**config.mk**
```make
export PLATFORM = sky130hd
export DESIGN_NAME = serial_pattern_gen
export DESIGN_NICKNAME = d
export VERILOG_FILES = /design/src/rtl/serial_pattern_gen.sv
export SDC_FILE = /design/constraint.sdc
export NUM_CORES = 1
export LEC_CHECK = 0
export ABC_AREA = 1
export BUFFER_PORTS_ARGS = -buffer_cell sky130_fd_sc_hd__clkbuf_2
export CAP_MARGIN = 20
export CORE_UTILIZATION = 55
export CTS_CLUSTER_DIAMETER = 80
export DETAILED_ROUTE_END_ITERATION = 6
export PLACE_DENSITY = 0.78
export RECOVER_POWER = 25
export SYNTH_ARGS = -nofsm -noshare
export SYNTH_HDL_FRONTEND = slang
export SYNTH_HIERARCHICAL = 1
export SYNTH_SLANG_ARGS = --single-unit
```
**constraint.sdc**
```tcl
create_clock -name i_clk -period 2.2 [get_ports i_clk]
set_clock_uncertainty 0.2 [all_clocks]
set_input_delay 0.55 -clock i_clk [delete_from_list [all_inputs] [get_ports i_clk]]
set_output_delay 0.55 -clock i_clk [all_outputs]
set_load 0.1 [all_outputs]
```
**src/rtl/serial_pattern_gen.sv**
```systemverilog
// Serial bit-pattern transmitter: shifts a loaded word out LSB-first, repeating it a
// programmed number of times with an optional idle gap, then pulses done.
module serial_pattern_gen #(
  parameter int WIDTH = 8,
  parameter int REP_W = 4,
  parameter int GAP   = 0,
  localparam int LEN_W = $clog2(WIDTH + 1)
) (
  input  logic             i_clk,
  input  logic             i_reset,
  input  logic             i_load_valid,
  output logic             o_load_ready,
  input  logic [WIDTH-1:0] i_load_data,
  input  logic [LEN_W-1:0] i_load_len,
  input  logic [REP_W-1:0] i_load_reps,
  input  logic             i_abort,
  output logic             o_a,
  output logic             o_a_valid,
  output logic             o_busy,
  output logic             o_done
);

  localparam int IDX_W = $clog2(WIDTH);
  localparam int GAP_W = (GAP > 1) ? $clog2(GAP) : 1;
  localparam bit HAS_GAP = (GAP > 0);
  localparam logic [LEN_W-1:0] LEN_MAX  = LEN_W'(WIDTH);
  localparam logic [GAP_W-1:0] GAP_LAST = (GAP > 0) ? GAP_W'(GAP - 1) : {GAP_W{1'b0}};

  typedef enum logic [1:0] {
    S_IDLE = 2'd0,
    S_SEND = 2'd1,
    S_GAP  = 2'd2
  } state_t;

  state_t             r_state;
  state_t             w_state_nxt;

  logic [WIDTH-1:0]   r_pattern;
  logic [WIDTH-1:0]   r_shift;
  logic [IDX_W-1:0]   r_last_idx;
  logic [IDX_W-1:0]   r_idx;
  logic [REP_W-1:0]   r_rep_cnt;
  logic [GAP_W-1:0]   r_gap_cnt;
  logic               r_a;
  logic               r_a_valid;
  logic               r_busy;
  logic               r_done;

  logic               w_accept;
  logic               w_last_bit;
  logic               w_last_rep;
  logic               w_gap_done;
  logic [LEN_W-1:0]   w_len_eff;
  logic [IDX_W-1:0]   w_last_idx_ld;
  logic [REP_W-1:0]   w_reps_m1;

  logic [WIDTH-1:0]   w_shift_nxt;
  logic [IDX_W-1:0]   w_idx_nxt;
  logic [REP_W-1:0]   w_rep_nxt;
  logic [GAP_W-1:0]   w_gap_nxt;
  logic               w_a_nxt;
  logic               w_a_valid_nxt;
  logic               w_done_nxt;

  assign o_load_ready = (r_state == S_IDLE);
  assign o_a          = r_a;
  assign o_a_valid    = r_a_valid;
  assign o_busy       = r_busy;
  assign o_done       = r_done;

  assign w_accept   = i_load_valid && (r_state == S_IDLE);
  assign w_last_bit = (r_idx == r_last_idx);
  assign w_last_rep = (r_rep_cnt == {REP_W{1'b0}});
  assign w_gap_done = (r_gap_cnt == GAP_LAST);

  // Normalise the requested length and repetition count at load time.
  always_comb begin
    w_len_eff = i_load_len;
    w_reps_m1 = {REP_W{1'b0}};
    if ((i_load_len == {LEN_W{1'b0}}) || (i_load_len > LEN_MAX)) begin
      w_len_eff = LEN_MAX;
    end else begin
      w_len_eff = i_load_len;
    end
    if (i_load_reps == {REP_W{1'b0}}) begin
      w_reps_m1 = {REP_W{1'b0}};
    end else begin
      w_reps_m1 = i_load_reps - REP_W'(1);
    end
    w_last_idx_ld = IDX_W'(w_len_eff - LEN_W'(1));
  end

  // State register.
  always_ff @(posedge i_clk) begin
    if (i_reset) begin
      r_state <= S_IDLE;
    end else begin
      r_state <= w_state_nxt;
    end
  end

  // Next-state logic; abort outranks end-of-pattern so it never yields a done pulse.
  always_comb begin
    w_state_nxt = r_state;
    case (r_state)
      S_IDLE: begin
        if (w_accept) begin
          w_state_nxt = S_SEND;
        end else begin
          w_state_nxt = S_IDLE;
        end
      end
      S_SEND: begin
        if (i_abort) begin
          w_state_nxt = S_IDLE;
        end else if (!w_last_bit) begin
          w_state_nxt = S_SEND;
        end else if (w_last_rep) begin
          w_state_nxt = S_IDLE;
        end else if (HAS_GAP) begin
          w_state_nxt = S_GAP;
        end else begin
          w_state_nxt = S_SEND;
        end
      end
      S_GAP: begin
        if (i_abort) begin
          w_state_nxt = S_IDLE;
        end else if (w_gap_done) begin
          w_state_nxt = S_SEND;
        end else begin
          w_state_nxt = S_GAP;
        end
      end
      default: begin
        w_state_nxt = S_IDLE;
      end
    endcase
  end

  // Output and datapath next values; outputs are presented one cycle after the decision.
  always_comb begin
    w_a_nxt       = 1'b0;
    w_a_valid_nxt = 1'b0;
    w_done_nxt    = 1'b0;
    w_idx_nxt     = r_idx;
    w_shift_nxt   = r_shift;
    w_rep_nxt     = r_rep_cnt;
    w_gap_nxt     = r_gap_cnt;
    case (r_state)
      S_IDLE: begin
        if (w_accept) begin
          w_a_nxt       = i_load_data[0];
          w_a_valid_nxt = 1'b1;
          w_idx_nxt     = {IDX_W{1'b0}};
          w_shift_nxt   = i_load_data >> 1;
          w_rep_nxt     = w_reps_m1;
          w_gap_nxt     = {GAP_W{1'b0}};
        end else begin
          w_idx_nxt     = r_idx;
        end
      end
      S_SEND: begin
        if (i_abort) begin
          w_idx_nxt     = r_idx;
        end else if (!w_last_bit) begin
          w_a_nxt       = r_shift[0];
          w_a_valid_nxt = 1'b1;
          w_idx_nxt     = r_idx + IDX_W'(1);
          w_shift_nxt   = r_shift >> 1;
        end else if (w_last_rep) begin
          w_done_nxt    = 1'b1;
        end else if (HAS_GAP) begin
          w_gap_nxt     = {GAP_W{1'b0}};
          w_rep_nxt     = r_rep_cnt - REP_W'(1);
        end else begin
          w_a_nxt       = r_pattern[0];
          w_a_valid_nxt = 1'b1;
          w_idx_nxt     = {IDX_W{1'b0}};
          w_shift_nxt   = r_pattern >> 1;
          w_rep_nxt     = r_rep_cnt - REP_W'(1);
        end
      end
      S_GAP: begin
        if (i_abort) begin
          w_idx_nxt     = r_idx;
        end else if (w_gap_done) begin
          w_a_nxt       = r_pattern[0];
          w_a_valid_nxt = 1'b1;
          w_idx_nxt     = {IDX_W{1'b0}};
          w_shift_nxt   = r_pattern >> 1;
        end else begin
          w_gap_nxt     = r_gap_cnt + GAP_W'(1);
        end
      end
      default: begin
        w_idx_nxt       = {IDX_W{1'b0}};
      end
    endcase
  end

  // Pattern and length are captured only on an accepted load, so busy-time loads cannot disturb them.
  always_ff @(posedge i_clk) begin
    if (i_reset) begin
      r_pattern  <= {WIDTH{1'b0}};
      r_last_idx <= {IDX_W{1'b0}};
    end else if (w_accept) begin
      r_pattern  <= i_load_data;
      r_last_idx <= w_last_idx_ld;
    end else begin
      r_pattern  <= r_pattern;
      r_last_idx <= r_last_idx;
    end
  end

  // Shift register and counters.
  always_ff @(posedge i_clk) begin
    if (i_reset) begin
      r_shift   <= {WIDTH{1'b0}};
      r_idx     <= {IDX_W{1'b0}};
      r_rep_cnt <= {REP_W{1'b0}};
      r_gap_cnt <= {GAP_W{1'b0}};
    end else begin
      r_shift   <= w_shift_nxt;
      r_idx     <= w_idx_nxt;
      r_rep_cnt <= w_rep_nxt;
      r_gap_cnt <= w_gap_nxt;
    end
  end

  // Registered outputs.
  always_ff @(posedge i_clk) begin
    if (i_reset) begin
      r_a       <= 1'b0;
      r_a_valid <= 1'b0;
      r_busy    <= 1'b0;
      r_done    <= 1'b0;
    end else begin
      r_a       <= w_a_nxt;
      r_a_valid <= w_a_valid_nxt;
      r_busy    <= (w_state_nxt != S_IDLE);
      r_done    <= w_done_nxt;
    end
  end

  serial_pattern_gen_chk u_chk (
    .i_clk        (i_clk),
    .i_reset      (i_reset),
    .i_a          (r_a),
    .i_a_valid    (r_a_valid),
    .i_busy       (r_busy),
    .i_done       (r_done),
    .i_load_ready (o_load_ready)
  );

endmodule

// Output-consistency properties of the transmitter.
module serial_pattern_gen_chk (
  input logic i_clk,
  input logic i_reset,
  input logic i_a,
  input logic i_a_valid,
  input logic i_busy,
  input logic i_done,
  input logic i_load_ready
);

  a_only_when_valid: assert property (@(posedge i_clk) disable iff (i_reset)
    i_a |-> i_a_valid);

  done_is_quiet: assert property (@(posedge i_clk) disable iff (i_reset)
    i_done |-> (!i_a_valid && i_load_ready));

  busy_excludes_ready: assert property (@(posedge i_clk) disable iff (i_reset)
    i_busy == !i_load_ready);

endmodule

```
# After elaboration in Yosys (flattened, before gate mapping)
# Index checks and enable logic that the tools add are counted.
dict set report op_classes {
  shift 0
  n_reduce_logical 15
  bitwise 2
  mul 0
  div_mod_pow 0
  mux 47
  eq_ne 10
  n_addsub 5
  order_cmp 1
}
# cell n
set ops {}
lappend ops {{$mux 8} 6}
lappend ops {{$pmux 8 s3} 1}
lappend ops {{$mux 3} 7}
lappend ops {{$mux 1} 20}
lappend ops {{$mux 4} 5}
lappend ops {{$logic_not 4->1} 3}
lappend ops {{$ne 2x2->1 const B} 5}
lappend ops {{$reduce_and 5->1} 2}
lappend ops {{$pmux 3 s3} 1}
lappend ops {{$pmux 4 s2} 1}
lappend ops {{$sub 4x1->4 const B} 2}
lappend ops {{$pmux 1 s3} 2}
lappend ops {{$pmux 2 s3} 1}
lappend ops {{$reduce_and 6->1} 1}
lappend ops {{$reduce_bool 2->1} 3}
lappend ops {{$gt 4x4->1 const B} 1}
lappend ops {{$mux 2} 2}
lappend ops {{$reduce_or 4->1} 1}
lappend ops {{$add 3x1->3 const B} 1}
lappend ops {{$eq 3x3->1} 1}
lappend ops {{$ne 3x3->1 const B} 1}
lappend ops {{$reduce_and 3->1} 1}
lappend ops {{$reduce_bool 3->1} 1}
lappend ops {{$sub 3x1->3 const B} 1}
lappend ops {{other kinds (9)} 10}
dict set report totals {
  n_memories 0
  romBits 0
  out_inout_bits 5
  latchBits 0
  ram_bits 0
  elab_cells 91
  reg_bits 33
}

# Depth between registers and ports, before layout
dict set report logic_depth {
  ltp_word 6
  mapped_depth 10
  depth_no_buf 10
}

# Worst setup path before layout
# OpenSTA, ideal clock, no wires.
dict set report synth_path {
  path_type {flip-flop to output port}
  start {reg r_state[0]}
  end {out o_load_ready}
  n_path_buf 2
  path_stages_with_launch 4
  slack_ps -646
  t_required_ps 1450
  t_arrival_ps 2096
  cell_sequence {dfxtp_1 buf_2 inv_4 clkbuf_1}
}
dict set report synth_between {
  elab_chain_cells 1
}
# item line_no
set synth_rtl {}
lappend synth_rtl {{start: declaration} 35} ;# state_t r_state;
lappend synth_rtl {{start signal: assignment} 98} ;# r_state <= w_state_nxt;
lappend synth_rtl {{$logic_not 2->1} 65} ;# assign o_load_ready = (r_state == S_IDLE);
lappend synth_rtl {{end: declaration} 12} ;# output logic o_load_ready,
# Every way passes these cells.

# Final worst setup path
# Same ends and word-level chain as after synthesis.

==> results.txt <==
Status: completed
Wire length on met2: 1.476 mm
Antenna diode instance count: 0
Count of distinct cell types in the synthesized netlist: 30
Proportion of synthesized chip area in sequential cells: 0.3454
Achievable frequency: 521.1 MHz
DIE HEIGHT: 56.32 µm
Syn Inst Count: 242
Path type of the worst setup path: flop to output port
Vias in the first global route: 1279
Worst hold start: i_abort
Antenna Nets Post-Route: 0
# nets final: 287
CTS tree: built
Leading cell types by total area after synthesis: sky130_fd_sc_hd__dfxtp_1 35%, sky130_fd_sc_hd__nor2_1 11%, sky130_fd_sc_hd__nand2_1 10%, sky130_fd_sc_hd__nand3_1 9.6%, sky130_fd_sc_hd__inv_1 5.8%
CTS Sinks: 28
Hold Crit Depth: 2
Via-per-instance ratio: 5.143
Wire length of the first global-routing pass: 5.506 mm
Detailed Routing Iterations Pass 1: 4
Avg Synthesized Cell Area: 6.706 µm²
Final HPWL from detailed placement: 2.420 mm
Slew at the pin closest to its max-slew limit: 0.5405 ns
Crit path capture type: output port
Number of setup buffers added after CTS: 0
Combined global-route utilization of all metal layers: 0.2214
Remaining DRCs: 0
Final hold violations: 0
Maximum count of clock buffers along a single path: 2
Overall die area: 3172 µm²
Net Count, Synth: 265
Count of flip-flops with a built-in enable after synthesis: 0
Post-synth top flop: sky130_fd_sc_hd__dfxtp_1
Finish-stage setup viols: 0
Quantity of I/O buffers inserted on ports: 24
Number of buffers inserted during clock tree synthesis: 3
Cell depth of the worst flop-to-flop path: 7
Ratio of cells with drive above 1 in the final layout: 0.1901
Worst path arrival time: 1.17 ns
Wire length on met1: 1.739 mm
Global placer's final weighted congestion: 0.7644
Number of hold-repair buffers added at the cts stage: 0
Endpoint of the most critical register-to-register path: r_rep_cnt[2]$_SDFFE_PP0P_
P_leak: 0.9005 nW
Placed Cells: 290
Class of the worst hold path: input port to flop
Violation count after the first detailed-route iteration: 38
Total cell area at the placement stage: 1785 µm²
Overflow left after global routing: 0
Routed vias: 1512
Starting utilization of the core area: 0.5834
Pwr per Cell Area: 674.9 nW/µm²
Cell area after layout: 1815 µm²
Unrepaired setup endpoints after global routing: no
Worst-case register-to-register setup slack: 0.36 ns
Number of pins exceeding their max-slew limit in the final report: 0
Skew-Pair Late Insertion Delay: 0.33 ns
Yosys top cell by area: sky130_fd_sc_hd__dfxtp_1
Core area: 2781 µm²
Period minus WS final: 1.919 ns
Number of gates resized after cts: 0
Total of flip-flops plus latches after synthesis: 28
Warnings, synthesis: 6
Pin count of the biggest net entering global routing: 27
I/O pin total: 25
Number of antenna violations at the first check in global routing: 0
Top routing layer used: met4
Area share of the leading cell type in the synthesized netlist: 0.3454
Non-filler instance count after layout: 294
Post-synthesis async set-or-reset flop share: 0
Clock tree root buffer cell: sky130_fd_sc_hd__clkbuf_4
Final period util: 0.8723
Startpoint type of the worst setup path: flop
Number of H-tree branching levels: 1
Total wirelength of the detailed-routed design: 3.343 mm
Worst path required time: 1.45 ns
Met3 routed WL: 82 µm
X dimension of the die: 56.32 µm
Reg2reg start: r_state[0]$_SDFF_PP0_
Slew Limit Headroom: 0.6412
Clock transition at path regs: 0.15 ns
Maximum VDD drop: 0.5577 mV
Max-cap viol count: 0
Combined area of all synthesized cells: 1623 µm²
Hold worst-path end: o_done$_SDFF_PP0_
Largest driver fanout on the critical path: 15
P&R area growth vs syn: 11.87%
Site row count: 19
Post-route setup TNS: 0 ns
Average wire per cell in the routed design: 11.37 µm
==> layout make-up <==
type                            instances  area, µm²
Tap cell                               31      38.79
Multi-Input combinational cell        176      899.6
Fill cell                             281      965.9
Clock buffer                            4      36.28
Timing Repair Buffer                   27      171.4
Sequential cell                        28      561.8
Inverter                               28      107.6
==> synth_stat cells, drive strengths merged, types with 3 or more instances <==
library cell / n
nor2: 54
ha: 3
nand4: 7
clkbuf: 4
nand3: 32
dfxtp: 28
o21ai: 14
buf: 6
xnor2: 3
inv: 28
nand2: 49
a21oi: 8
==> worst max path at each step <==
stage / startpoint / end / slack (ns) / cells past startpoint
4_1_cts: r_state[0]$_SDFF_PP0_ / o_load_ready / 0.26 / 2
2_1_floorplan: r_state[0]$_SDFF_PP0_ / o_load_ready / 0.01 / 3
6_report: r_state[0]$_SDFF_PP0_ / o_load_ready / 0.28 / 2
3_5_place_dp: i_load_len[1] / r_last_idx[2]$_SDFFE_PP0N_ / 0.23 / 8
5_1_grt: r_state[0]$_SDFF_PP0_ / r_rep_cnt[2]$_SDFFE_PP0P_ / 0.20 / 7
3_3_place_gp: i_load_len[1] / r_last_idx[2]$_SDFFE_PP0N_ / 0.28 / 8
==> critical path, cell delays in order (launching register included) <==
cell	delay, ns
sky130_fd_sc_hd__dfxtp_2	0.41
sky130_fd_sc_hd__inv_4	0.20
sky130_fd_sc_hd__buf_12	0.21
==> cell families (layout without fill, tap and decap cells) <==
kind of cell / after synthesis / after routing / share of synthesized area
and+or+nand+nor: 145 / 145 / 0.4264
buffers and inverters: 38 / 59 / 0.09869
DFF: 28 / 28 / 0.3454
AOI/OAI and AO/OA: 24 / 24 / 0.08482
xor gates and xnor gates: 4 / 4 / 0.02159
adders and majority gates: 3 / 3 / 0.02313
==> sequential cells by signal, indices dropped and copies added (netlist names) <==
signal	flops
r_last_idx	3
r_pattern	8
o_done	1
r_idx	3
r_shift	7
r_rep_cnt	4
o_a	1
r_state	1
==> per-stage QoR <==
step	hold slack [ns]	power, mW	util	setup slack, ns
after floorplan	0.2393	0.8950	-	0.009866
after global placement	0.2551	0.9786	0.6419	0.2834
after detailed placement	0.2764	0.9856	0.6419	0.2300
after CTS	0.2583	1.236	0.6550	0.2566
after global routing	0.2470	1.304	0.6527	0.2015
final	0.2642	1.225	0.6527	0.2808
==> report_power, final <==
part | leakage (nW) | switching (mW) | total (mW) | internal [mW]
clock network | 0.0210 | 0.152 | 0.253 | 0.101
logic | 0.647 | 0.255 | 0.387 | 0.131
registers | 0.232 | 0.0312 | 0.586 | 0.554
total | 0.901 | 0.438 | 1.23 | 0.787
==> placed cells by master, fill, tap and decap left out, drive strengths merged, types with 3 or more instances in the layout <==
| master | netlist | layout |
|---|---|---|
| nand2 | 49 | 49 |
| inv | 28 | 28 |
| dfxtp | 28 | 28 |
| o21ai | 14 | 14 |
| nand3 | 32 | 32 |
| nor2 | 54 | 54 |
| xnor2 | 3 | 3 |
| buf | 6 | 5 |
| ha | 3 | 3 |
| a21oi | 8 | 8 |
| nand4 | 7 | 7 |
| clkbuf | 4 | 26 |
==> per-layer routing <==
layer | vias up | global-route usage
met1 | 672 | 0.2857
met5 | - | 0
met3 | 4 | 0.02765
li1 | 817 | -
met2 | 19 | 0.3707
met4 | 0 | 0.09756
Power figures use the tool's default switching activity.
